### config.mk
export PLATFORM = sky130hd
export DESIGN_NAME = fpu_stall_ctrl_flat
export DESIGN_NICKNAME = d
export VERILOG_FILES = /design/src/rtl/fpu_stall_ctrl_if.sv /design/src/rtl/fpu_stall_ctrl.sv /design/src/flat_wrapper.sv
export SDC_FILE = /design/constraint.sdc
export NUM_CORES = 1
export LEC_CHECK = 0
export ABC_AREA = 1
export ABC_CLOCK_PERIOD_IN_PS = 5500
export CAP_MARGIN = 20
export CORE_UTILIZATION = 26
export DETAILED_ROUTE_END_ITERATION = 8
export PLACE_DENSITY = 0.48
export SYNTH_ARGS = -nofsm -noshare
export SYNTH_HDL_FRONTEND = slang
export SYNTH_SLANG_ARGS = --single-unit
### constraint.sdc
create_clock -name clk -period 5.5 [get_ports clk]
set_clock_uncertainty 0.2 [all_clocks]
set_input_delay 0.825 -clock clk [delete_from_list [all_inputs] [get_ports clk]]
set_output_delay 0.825 -clock clk [all_outputs]
set_load 0.02 [all_outputs]
### src/rtl/fpu_stall_ctrl_if.sv
// Handshake bundle between the FP decoder/EX stage and the FPU stall controller.
// The master side is the EX stage (drives instruction info), the slave side is
// the controller (drives FPU sequencing and pipeline hold).
interface fpu_stall_ctrl_if #(
  parameter int STAT_W = 32
);
  logic              issue;
  logic              flush;
  logic [3:0]        fpucontrol;
  logic [1:0]        fpustall;
  logic [3:0]        fpu_op;
  logic              fpu_start;
  logic              stall;
  logic              busy;
  logic              fp_done;
  logic [STAT_W-1:0] stall_cycles;

  modport master (
    output issue, flush, fpucontrol, fpustall,
    input  fpu_op, fpu_start, stall, busy, fp_done, stall_cycles
  );

  modport slave (
    input  issue, flush, fpucontrol, fpustall,
    output fpu_op, fpu_start, stall, busy, fp_done, stall_cycles
  );
endinterface

### src/rtl/fpu_stall_ctrl.sv
// FPU stall controller: sequences multi-cycle FP ops in EX. Holds the pipeline
// for the latency class of the issued op, freezes the op code to the FPU while
// busy and pulses fp_done when the result may be written back.
// Outputs react to issue/flush in the same cycle so the hazard unit sees the
// stall in the issue cycle itself.
module fpu_stall_ctrl #(
  parameter int LAT_SHORT = 2,
  parameter int LAT_SQRT  = 6,
  parameter int LAT_DIV   = 10,
  parameter int CNT_W     = 4,
  parameter int STAT_W    = 32
) (
  input  logic              clk,
  input  logic              rstn,
  fpu_stall_ctrl_if.slave   bus
);

  typedef enum logic [1:0] {
    IDLE = 2'd0,
    BUSY = 2'd1,
    DONE = 2'd2
  } state_t;

  state_t            state;
  logic [CNT_W-1:0]  cnt;
  logic [3:0]        op_q;
  logic [STAT_W-1:0] stall_cnt;

  logic              accept;
  logic [CNT_W-1:0]  lat_n;
  logic              stall_int;

  // Stall cycles for a latency class; class 00 is the zero-latency compare group.
  function automatic logic [CNT_W-1:0] lat_of(input logic [1:0] code);
    case (code)
      2'b01:   lat_of = CNT_W'(LAT_SHORT);
      2'b10:   lat_of = CNT_W'(LAT_SQRT);
      2'b11:   lat_of = CNT_W'(LAT_DIV);
      default: lat_of = '0;
    endcase
  endfunction

  assign accept = bus.issue & ~bus.flush;
  assign lat_n  = lat_of(bus.fpustall);

  // Output decode from state and EX inputs; everything is held at 0 while in reset.
  always_comb begin
    // NOTE: every output gets a default before the case so no path leaves one
    // unassigned, which would otherwise infer a latch.
    bus.fpu_op       = '0;
    bus.fpu_start    = 1'b0;
    bus.busy         = 1'b0;
    bus.fp_done      = 1'b0;
    bus.stall_cycles = '0;
    stall_int        = 1'b0;
    if (rstn) begin
      bus.stall_cycles = stall_cnt;
      case (state)
        IDLE: begin
          bus.fpu_op = bus.fpucontrol;
          if (accept) begin
            if (bus.fpustall == 2'b00) begin
              bus.fp_done = 1'b1;
            end else begin
              stall_int     = 1'b1;
              bus.fpu_start = 1'b1;
            end
          end
        end
        BUSY: begin
          bus.fpu_op = op_q;
          bus.busy   = 1'b1;
          stall_int  = 1'b1;
        end
        DONE: begin
          // Issue is the same instruction still sitting in EX; only flush matters.
          bus.fpu_op  = op_q;
          bus.fp_done = ~bus.flush;
        end
        default: ;
      endcase
    end
  end

  assign bus.stall = stall_int;

  // Sequencer state, latched op code, latency countdown and stall statistics.
  always_ff @(posedge clk) begin
    // NOTE: state registers use non-blocking assignments so every register
    // samples pre-edge values regardless of statement order.
    if (!rstn) begin
      state     <= IDLE;
      cnt       <= '0;
      op_q      <= '0;
      stall_cnt <= '0;
    end else begin
      if (stall_int && (stall_cnt != '1)) begin
        stall_cnt <= stall_cnt + 1'b1;
      end
      case (state)
        IDLE: begin
          if (accept && (bus.fpustall != 2'b00)) begin
            op_q <= bus.fpucontrol;
            if (lat_n == CNT_W'(1)) begin
              state <= DONE;
            end else begin
              cnt   <= lat_n - 1'b1;
              state <= BUSY;
            end
          end
        end
        BUSY: begin
          if (bus.flush) begin
            state <= IDLE;
          end else if (cnt == CNT_W'(1)) begin
            state <= DONE;
          end else begin
            cnt <= cnt - 1'b1;
          end
        end
        DONE:    state <= IDLE;
        default: state <= IDLE;
      endcase
    end
  end

endmodule

### src/flat_wrapper.sv
// flat-port wrapper written by rule: the top's interface ports become plain ports
module fpu_stall_ctrl_flat 
#(
  parameter int LAT_SHORT = 2,
  parameter int LAT_SQRT  = 6,
  parameter int LAT_DIV   = 10,
  parameter int CNT_W     = 4,
  parameter int STAT_W    = 32
)
  (clk, rstn, bus_issue, bus_flush, bus_fpucontrol, bus_fpustall, bus_fpu_op, bus_fpu_start, bus_stall, bus_busy, bus_fp_done, bus_stall_cycles);
  fpu_stall_ctrl_if #(.STAT_W(STAT_W)) bus_i ();
  input  logic clk;
  input  logic rstn;
  input wire logic [$bits(bus_i.issue)-1:0] bus_issue;
  input wire logic [$bits(bus_i.flush)-1:0] bus_flush;
  input wire logic [$bits(bus_i.fpucontrol)-1:0] bus_fpucontrol;
  input wire logic [$bits(bus_i.fpustall)-1:0] bus_fpustall;
  output wire logic [$bits(bus_i.fpu_op)-1:0] bus_fpu_op;
  output wire logic [$bits(bus_i.fpu_start)-1:0] bus_fpu_start;
  output wire logic [$bits(bus_i.stall)-1:0] bus_stall;
  output wire logic [$bits(bus_i.busy)-1:0] bus_busy;
  output wire logic [$bits(bus_i.fp_done)-1:0] bus_fp_done;
  output wire logic [$bits(bus_i.stall_cycles)-1:0] bus_stall_cycles;
  assign bus_i.issue = bus_issue;
  assign bus_i.flush = bus_flush;
  assign bus_i.fpucontrol = bus_fpucontrol;
  assign bus_i.fpustall = bus_fpustall;
  assign bus_fpu_op = bus_i.fpu_op;
  assign bus_fpu_start = bus_i.fpu_start;
  assign bus_stall = bus_i.stall;
  assign bus_busy = bus_i.busy;
  assign bus_fp_done = bus_i.fp_done;
  assign bus_stall_cycles = bus_i.stall_cycles;
  fpu_stall_ctrl #(.LAT_SHORT(LAT_SHORT), .LAT_SQRT(LAT_SQRT), .LAT_DIV(LAT_DIV), .CNT_W(CNT_W), .STAT_W(STAT_W)) u_core (.clk(clk), .rstn(rstn), .bus(bus_i));
endmodule
* Word-level counts from Yosys, hierarchy flattened *
Cells that the tools add are included.

storage, ports and cells
  register bits = 42
  input bits = 10
  output and inout port bits = 40
  logic and storage cells = 58

operators by class
  add/subtract/negate cells = 3
  equal/unequal tests = 13
  mux-type cells = 26
  bitwise operators = 2
  reduce and logical (&&, ||, !) cells = 10

operator list
  kind                                                                 count
  32-bit by 1-bit adder with 32-bit output (second input constant)     1
  32-bit two-way mux                                                   1
  32-bit != test (second input constant)                               1
  4-bit two-way mux                                                    5
  4-bit one-hot mux with 2 select lines                                2
  4-bit one-hot mux with 3 select lines                                1
  1-bit two-way mux                                                    10
  4-bit by 1-bit == test with 1-bit output (second input constant)     2
  2-bit two-way mux                                                    4
  4-bit by 1-bit subtractor with 4-bit output (second input constant)  2
  2-bit == test (second input constant)                                3
  2-bit != test (second input constant)                                3
  5-bit AND reduction                                                  1
  2-bit by 1-bit == test with 1-bit output (second input constant)     2
  2-bit logical NOT                                                    2
  1-bit one-hot mux with 2 select lines                                2
  2-bit one-hot mux with 2 select lines                                1
  2-bit AND reduction                                                  2
  2-bit nonzero test                                                   2
  3-bit by 2-bit != test with 1-bit output (second input constant)     1
  1-bit logical AND                                                    2
  2-bit by 1-bit != test with 1-bit output (second input constant)     1
  2-bit OR reduction                                                   1
  1-bit AND                                                            1
  1-bit inverter                                                       1

* Logic depth before layout (Yosys ltp) *
Gate-level depths: netlist of run 1.

  depth in word-level cells = 6
  depth in mapped cells = 11
  depth with buffers taken out = 11

* Worst setup path before layout of run 1 *
No wires, ideal clock.

  path type = input port to output port
  start point = input port rstn
  end point = output port bus_fpu_op[0]
  arrival time = 1.858 ns
  data required time = 4.475 ns
  setup slack = 2.617 ns
  stages = 4
  path buffers = 1
  cells stage by stage = clkbuf_1 -> inv_1 -> or2_2 -> a21oi_1

on the way
  cells in the longest elaborated chain, start to end = 1

RTL lines
  what               line                  RTL
  from (decl)        flat_wrapper.sv:13    input logic rstn;
  4-bit two-way mux  fpu_stall_ctrl.sv:56  if (rstn) begin
  to (decl)          flat_wrapper.sv:18    output wire logic [$bits(bus_i.fpu_op)-1:0] bus_fpu_op;

No other way between the ends.

* Worst setup path after layout of run 1 *
  start point = input port rstn
  end point = output port bus_fpu_op[3]

Same word-level chain as after synthesis.

==> results.cfg, run 1 <==
[run_status]
status = finished, final reports clean

[sta]
setup_viol = 0
fmax_mhz = 248
finalCritPeriodShare = 0.732
rsz0062_at_grt = false
slew-limit-headroom = 0.582
worst_slew_pin_slew_ns = 0.626
tns_ns = 0
hold_violations = 0
slew_violations = 0
layout_min_cycle_time_ns = 4.02
holdWs_ns = 0.274

[global_route]
track_usage = 0.143
grt_max_degree = 41
grt_overflow_total = 0
grt_pass1_wl_um = 13600
grt_pass1_vias = 2881
antenna_found_initial = 0

[power_and_ir_drop]
combPwrFrac = 0.156
p_sw_uw = 209
cell_internal_pwr_uw = 573
power_density_nw_per_um2 = 208
switching_share = 0.267
p_leak_uw = 0.00166
ir_drop_mv = 0.115
p_clk_frac = 0.431
p_seq_frac = 0.413

[clock_tree]
cts_tree = built
cts.htree.levels = 2
cts_resized = 0
cts_max_path_buffers = 2
clk_latency_ns = 0.28
root_buffer = clkbuf_16
cts_inserted_buffers = 5
cts_hold_buf = 0
clock_sink_count = 42
post_cts_buffers = 0
clkTransAtPathRegs_ns = 0.06

[worst_setup_path]
crit_fanout = 32
cp.arrival_ns = 3.00
worstPathRequired_ns = 4.47
end_kind = output port
start_kind = input pin
critPathKind = in -> out

[cells_and_area]
fin_util = 0.331
areaGrowthSynthToFinish_pct = 24.1
nets = 571
diodes = 0
drive_gt1_frac = 0.0616
fill_cells = 1279

[yosys]
syn-num-nets = 530
syn_avg_cell_area_um2 = 5.94
netlist_area_um2 = 3030
netlist_instances = 510
synth-seq-area-share = 0.278
synth-seq-cells = 42
synthDistinctLibCells = 30
yosysWarnings = 0

[detailed_routing]
dr.pass1.iters = 4
num_vias = 3108
wl_um = 8010
drc = 0
wl_per_cell_um = 11.5
drtIter0Drc = 129
ant_nets = 0
via_per_inst = 4.47

[floorplan]
io_pins = 50
fp.dieArea_um2 = 12100
die_h_um = 110
num_rows = 39
start_util = 0.266
dieWidth_um = 110
fp.coreArea_um2 = 11400

[placement]
hpwlAfterDp_um = 5920
io_buffers = 49
place.gp.congestion = 0.833

[hold_path]
hp-class = reg -> reg

[run]
max_cap_viol_count = 0
==> cell families (layout without fill, tap and decap cells) <==
| family | Yosys count | after routing | synth area share |
|---|---|---|---|
| buffers and inverters | 81 | 123 | 0.116 |
| AND/OR/NAND/NOR | 324 | 324 | 0.458 |
| flip-flops | 42 | 42 | 0.278 |
| XOR/XNOR | 5 | 5 | 0.0145 |
| AO/OA/AOI/OAI | 48 | 48 | 0.0921 |
| adder cells (fa/ha/maj) | 10 | 10 | 0.0413 |
==> cells in the mapped netlist, drive strengths merged <==
cell type	instances	area (um2)
dfxtp	42	841
o31ai	1	7.51
nand3b	2	27.5
a21oi	40	234
or2	1	6.26
o21ai	6	30.0
nand4	6	37.5
nor2	94	397
inv	65	244
xor2	2	17.5
nand3	41	205
buf	11	88.8
and2	3	18.8
nand2	177	697
clkbuf	5	18.8
a211oi	1	7.51
xnor2	3	26.3
ha	10	125
==> through the flow <==
stage,instances,total power [uW],setup slack (ns),area (um2)
6_report,695,782,1.48,3760
5_1_grt,695,824,1.26,3760
4_1_cts,695,794,1.42,3760
3_5_place_dp,687,452,1.44,3590
3_3_place_gp,687,451,1.53,3590
2_1_floorplan,510,415,2.62,3030
==> routing by layer <==
metal  vias up  global-route usage  share of wire
met5         -                   0              0
met2        51               0.224           0.42
met3         6              0.0207          0.027
li1       1659                   -              -
met4         0              0.0429          0.013
met1      1392               0.202           0.54
==> flip-flops by register name, indices dropped and copies added, names as in the netlist <==
register          count
u_core.stall_cnt     32
u_core.cnt            4
u_core.op_q           4
u_core.state          2
==> placed cells by master (no fill, tap or decap), drive strengths merged, types with 6 or more instances in the layout <==
master           n
nand2          177
dfxtp           42
ha              10
nand4            6
a21oi           40
clkdlybuf4s50   48
o21ai            6
nor2            94
inv             65
nand3           41
clkbuf           6
==> worst max-delay path, stage by stage <==
cell	delay [ns]
buf_2	0.45
inv_1	0.47
or2_2	0.45
a21oi_1	0.16
clkdlybuf4s50_1	0.63
==> final timing paths <==
kind	from	to	slack, ns	cells after the start
min	u_core.op_q[0]	u_core.op_q[0]	0.27	2
max reg2reg	u_core.stall_cnt[0]	u_core.stall_cnt[13]	3.20	8
min reg2reg	u_core.op_q[0]	u_core.op_q[0]	0.27	2
max	rstn	bus_fpu_op[3]	1.48	5
==> final cells by class <==
class                           instances  area [um2]  area share
Clock inverter                          2        37.5     0.00998
Timing Repair Buffer                   50         493       0.131
Sequential cell                        42         841       0.224
Inverter                               65         244      0.0649
Clock buffer                            6         129      0.0343
Multi-Input combinational cell        387        1840       0.489
Tap cell                              143         179      0.0476
==> power by group through the flow <==
| stage | Clock [uW] | Sequential, uW | Combinational, uW |
|---|---|---|---|
| after floorplan | 0 | 328 | 87.2 |
| after global placement | 0 | 330 | 121 |
| after detailed placement | 0 | 330 | 122 |
| after CTS | 348 | 323 | 123 |
| after global routing | 361 | 325 | 139 |
| final | 337 | 323 | 122 |
No activity file was read; power rests on OpenSTA's default activity.
==> run 2, diff against run 1 <==
- ABC_CLOCK_PERIOD_IN_PS: 5500 -> 3930
- clock period: 5.5 -> 3.93 ns (I/O delays scaled with it)
==> run 2 against run 1 <==
  * Count of clock-buffer cells in the layout stayed put
  * Cell count is 0.43% higher
  * Setup slack worse by 0.75 ns
  * Critical path type unchanged
  * Largest power group is now registers
==> results.cfg, run 2 (synthesis results as in run 1) <==
[floorplan]
fp.coreArea_um2 = 11400
io_pins = 50
dieWidth_um = 110
die_h_um = 110
fp.dieArea_um2 = 12100
num_rows = 39
start_util = 0.266

[global_route]
grt_max_degree = 41
grt_overflow_total = 0
antenna_found_initial = 0
grt_pass1_wl_um = 13700
track_usage = 0.142
grt_pass1_vias = 2925

[worst_setup_path]
critPathMaxStageDelay_ns = 0.63
worst-r2r-cell-count = 8
cpLargestDelayFamily = buffers and inverters
reg2reg_setup_slack_ns = 1.66
reg2reg_from = u_core.stall_cnt[0]
cp.arrival_ns = 2.41
critPathKind = in -> out
crit_fanout = 5
r2r_end = u_core.stall_cnt[13]
end_kind = output port
path_cells = clkdlybuf4s50_1 > inv_1 > ha_1 > nor2_1 > nand3_1 > inv_1 > clkdlybuf4s50_1
critPathSlowestCell = clkdlybuf4s50_1
start_kind = input pin
worstPathRequired_ns = 3.14
crit_buf_inv = 4

[sta]
tns_ns = 0
slew_violations = 0
slew-limit-headroom = 0.717
hold_violations = 0
finalCritPeriodShare = 0.815
setup_ws_ns = 0.728
worst_slew_pin_slew_ns = 0.425
fmax_mhz = 312
layout_min_cycle_time_ns = 3.20
rsz0062_at_grt = false
setup_viol = 0

[clock_tree]
root_buffer = clkbuf_16
cts_hold_buf = 0
cts_inserted_buffers = 5
cts_tree = built
clkTransAtPathRegs_ns = 0.06
cts_resized = 0
clk_latency_ns = 0.29
cts_max_path_buffers = 2
clock_sink_count = 42
cts.htree.levels = 2
post_cts_buffers = 0

[detailed_routing]
num_vias = 3099
drc = 0
ant_nets = 0
wl_per_cell_um = 11.1
wl_um = 7780
dr.pass1.iters = 4
via_per_inst = 4.44
drtIter0Drc = 110

[power_and_ir_drop]
power_density_nw_per_um2 = 279
p_leak_uw = 0.00167
ir_drop_mv = 0.181

[cells_and_area]
drive_gt1_frac = 0.0685
top_regs = u_core.stall_cnt x32, u_core.cnt x4, u_core.op_q x4
largest-register = u_core.stall_cnt
diodes = 0
design_area_um2 = 3770
nets = 574
fin_util = 0.331
layout_commonest_cell = nand2_1
largest_register_ffs = 32
areaGrowthSynthToFinish_pct = 24.4
final_cell_mix = nand2_1 (170), nor2_1 (88), inv_1 (64)

[placement]
hpwlAfterDp_um = 5960
dpl-instance-area_um2 = 3620
place.gp.congestion = 0.823
io_buffers = 49
dp_slack_ns = 0.720

[hold_path]
hp-class = reg -> reg
hold_path.startpoint = u_core.op_q[0]
hold_path_depth = 2
min_to = u_core.op_q[0]

[run_status]
status = finished, final reports clean

[run]
max_cap_viol_count = 0
-- run 2: worst max-delay path by stage --
stage | depth (start not counted) | slack [ns] | end | from
6_report | 7 | 0.73 | bus_fpu_start | bus_fpustall[1]
5_1_grt | 7 | 0.53 | bus_fpu_start | bus_fpustall[0]
4_1_cts | 7 | 0.71 | bus_fpu_start | bus_fpustall[1]
3_5_place_dp | 7 | 0.72 | bus_fpu_start | bus_fpustall[1]
3_3_place_gp | 7 | 0.73 | bus_fpu_start | bus_fpustall[0]
2_1_floorplan | 4 | 1.52 | bus_fpu_op[0] | rstn
-- run 2: worst register-to-register path: stages, from the launching register on --
cell and delay, ns:
dfxtp_1 0.45, ha_1 0.25, nand2_1 0.10, nor2_4 0.17, nand2_4 0.11, nor2_8 0.17, nand3b_4 0.36, a21oi_1 0.29
nor2_1 0.06
-- run 2: power by group --
group,internal (uW),switching [uW]
logic,63.9,110
clock network,252,172
registers,441,10.8
total,757,293
-- run 2: layout make-up --
| type | count | area (um2) |
|---|---|---|
| clock buffers | 6 | 139 |
| repair buffers | 53 | 515 |
| well taps | 143 | 179 |
| inverters | 65 | 244 |
| flip-flops and latches | 42 | 841 |
| multi-input cells | 387 | 1840 |
| clock inverters | 2 | 12.5 |
| fillers | 1291 | 7600 |
-- run 2: routing by layer --
layer  wire length, um  global-route usage
met4                91              0.0343
met3               303              0.0190
met1              4010               0.196
met5                 0                   0
met2              3370               0.233
-- run 2: per-stage QoR --
step	instances	power [uW]	hold WS [ns]
2_1_floorplan	510	581	0.250
3_3_place_gp	690	635	0.265
3_5_place_dp	690	637	0.268
4_1_cts	698	1070	0.277
5_1_grt	698	1110	0.297
6_report	698	1050	0.275
==> run 3, diff against run 2 <==
- ABC_CLOCK_PERIOD_IN_PS: 3930 -> 2670
- PLACE_DENSITY: 0.48 -> 0.49
- clock period: 3.93 -> 2.67 ns (I/O delays scaled with it)
==> run 3 against run 2 <==
  * Count of clock-buffer cells in the layout unchanged
  * Critical endpoint is now bus_fpu_op[3]
  * Die area is the same
  * Highest routed layer unchanged
  * Utilization rose by 0.51 points
  * Largest power group unchanged
  * First-iteration DRC count grew 15%
==> results.cfg, run 3 (synthesis results as in run 1) <==
[run_status]
status = finished, final reports clean

[clock_tree]
clk_latency_ns = 0.29
root_buffer = clkbuf_16
cts_inserted_buffers = 5
cts_max_path_buffers = 2
post_cts_buffers = 0
cts.htree.levels = 2
cts_tree = built
clkTransAtPathRegs_ns = 0.06
clock_sink_count = 42

[sta]
finalCritPeriodShare = 0.950
fmax_mhz = 394
rsz0062_at_grt = false
tns_ns = 0
hold_violations = 0
setup_viol = 0
slew-limit-headroom = 0.717
holdWs_ns = 0.272
slew_violations = 0
layout_min_cycle_time_ns = 2.54
worst_slew_pin_slew_ns = 0.425

[worst_setup_path]
crit_buf_inv = 2
end_kind = output port
crit_fanout = 4
path_cells = inv_1 > ha_2 > nand2_1 > a21oi_1 > clkdlybuf4s50_1
cp.arrival_ns = 1.93
critPathKind = reg -> out
cpLargestDelayFamily = buffers and inverters
critPathMaxStageDelay_ns = 0.63
critPathSlowestCell = clkdlybuf4s50_1
worstPathRequired_ns = 2.07
start_kind = register

[detailed_routing]
wl_per_cell_um = 11.1
drtIter0Drc = 127
via_per_inst = 4.35
ant_nets = 0
wl_um = 7830
dr.pass1.iters = 4
drc = 0
num_vias = 3060

[power_and_ir_drop]
p_sw_uw = 438
ir_drop_mv = 0.199
switching_share = 0.281
power_density_nw_per_um2 = 408
combPwrFrac = 0.170
p_clk_frac = 0.404
p_leak_uw = 0.00171
cell_internal_pwr_uw = 1120
totalPowerFinal_uw = 1560
p_seq_frac = 0.426

[placement]
dpl-instance-area_um2 = 3670
hpwlAfterDp_um = 5820
placed_cells = 696
io_buffers = 49
place.gp.congestion = 0.811

[floorplan]
io_pins = 50
fp.coreArea_um2 = 11400
die_h_um = 110
start_util = 0.266
dieWidth_um = 110
num_rows = 39
fp.dieArea_um2 = 12100

[global_route]
antenna_found_initial = 0
grt_pass1_vias = 2833
grt_overflow_total = 0
grt_max_degree = 53
track_usage = 0.140
grt_pass1_wl_um = 13400

[cells_and_area]
fill_cells = 1305
drive_gt1_frac = 0.0802
top_regs = u_core.stall_cnt x32, u_core.cnt x4, u_core.op_q x4
nets = 580
areaGrowthSynthToFinish_pct = 26.3
fin_cells = 704
final_cell_mix = nand2_1 (170), nor2_1 (88), inv_1 (64)
layout_commonest_cell = nand2_1
largest_register_ffs = 32
largest-register = u_core.stall_cnt
design_area_um2 = 3820
diodes = 0

[hold_path]
hp-class = reg -> reg

[run]
max_cap_viol_count = 0
-- run 3: cell count changes in the layout (fill, tap and decap cells not counted), sizes merged --
cell / before / now
dlygate4sd2: 0 / 2
clkdlybuf4s50: 48 / 46
buf: 5 / 11
-- run 3: worst reg2reg max path: stages, from the launching register on --
cell and delay [ns]:
dfxtp_1 0.43, ha_1 0.24, nand2_1 0.10, nor2_4 0.18
nand2_4 0.11, nor2_8 0.17, nand3b_4 0.36, a21oi_1 0.28
nor2_1 0.06
-- run 3: path summary, 6_finish.rpt --
path | from | endpoint | slack [ns] | cells after the start
max | u_core.state[1] | bus_fpu_op[3] | 0.13 | 5
min | u_core.op_q[0] | u_core.op_q[0] | 0.27 | 2
max reg2reg | u_core.stall_cnt[0] | u_core.stall_cnt[13] | 0.43 | 8
min reg2reg | u_core.op_q[0] | u_core.op_q[0] | 0.27 | 2
-- run 3: cell type report --
class | instances | area (um2) | share of cell area
flip-flops and latches | 42 | 841 | 0.220
repair buffers | 59 | 571 | 0.149
well taps | 143 | 179 | 0.0468
clock inverters | 2 | 12.5 | 0.00327
clock buffers | 6 | 139 | 0.0363
multi-input cells | 387 | 1840 | 0.481
inverters | 65 | 244 | 0.0638
-- run 3: routing by layer --
layer / part of all wire / GRT usage
met1: 0.53 / 0.196
met4: 0.010 / 0.0314
met5: 0 / 0
met2: 0.43 / 0.222
met3: 0.034 / 0.0249
-- run 3: power groups by stage --
| stage | combinational [uW] | clock [uW] | sequential (uW) |
|---|---|---|---|
| 2_1_floorplan | 180 | 0 | 675 |
| 3_3_place_gp | 263 | 0 | 679 |
| 3_5_place_dp | 267 | 0 | 679 |
| 4_1_cts | 266 | 651 | 665 |
| 5_1_grt | 301 | 676 | 670 |
| 6_report | 265 | 630 | 666 |
-- run 3: through the flow --
step            util  setup WS [ns]
2_1_floorplan      -          0.636
3_3_place_gp   0.323        -0.0929
3_5_place_dp   0.323         -0.127
4_1_cts        0.336         0.0412
5_1_grt        0.336         0.0177
6_report       0.336          0.135
-- run 3: repair_timing --
action | in CTS | in global routing
gates resized for setup | 2 | 1
hold buffers | 0 | 0
endpoints found under the setup margin | 2 | 2
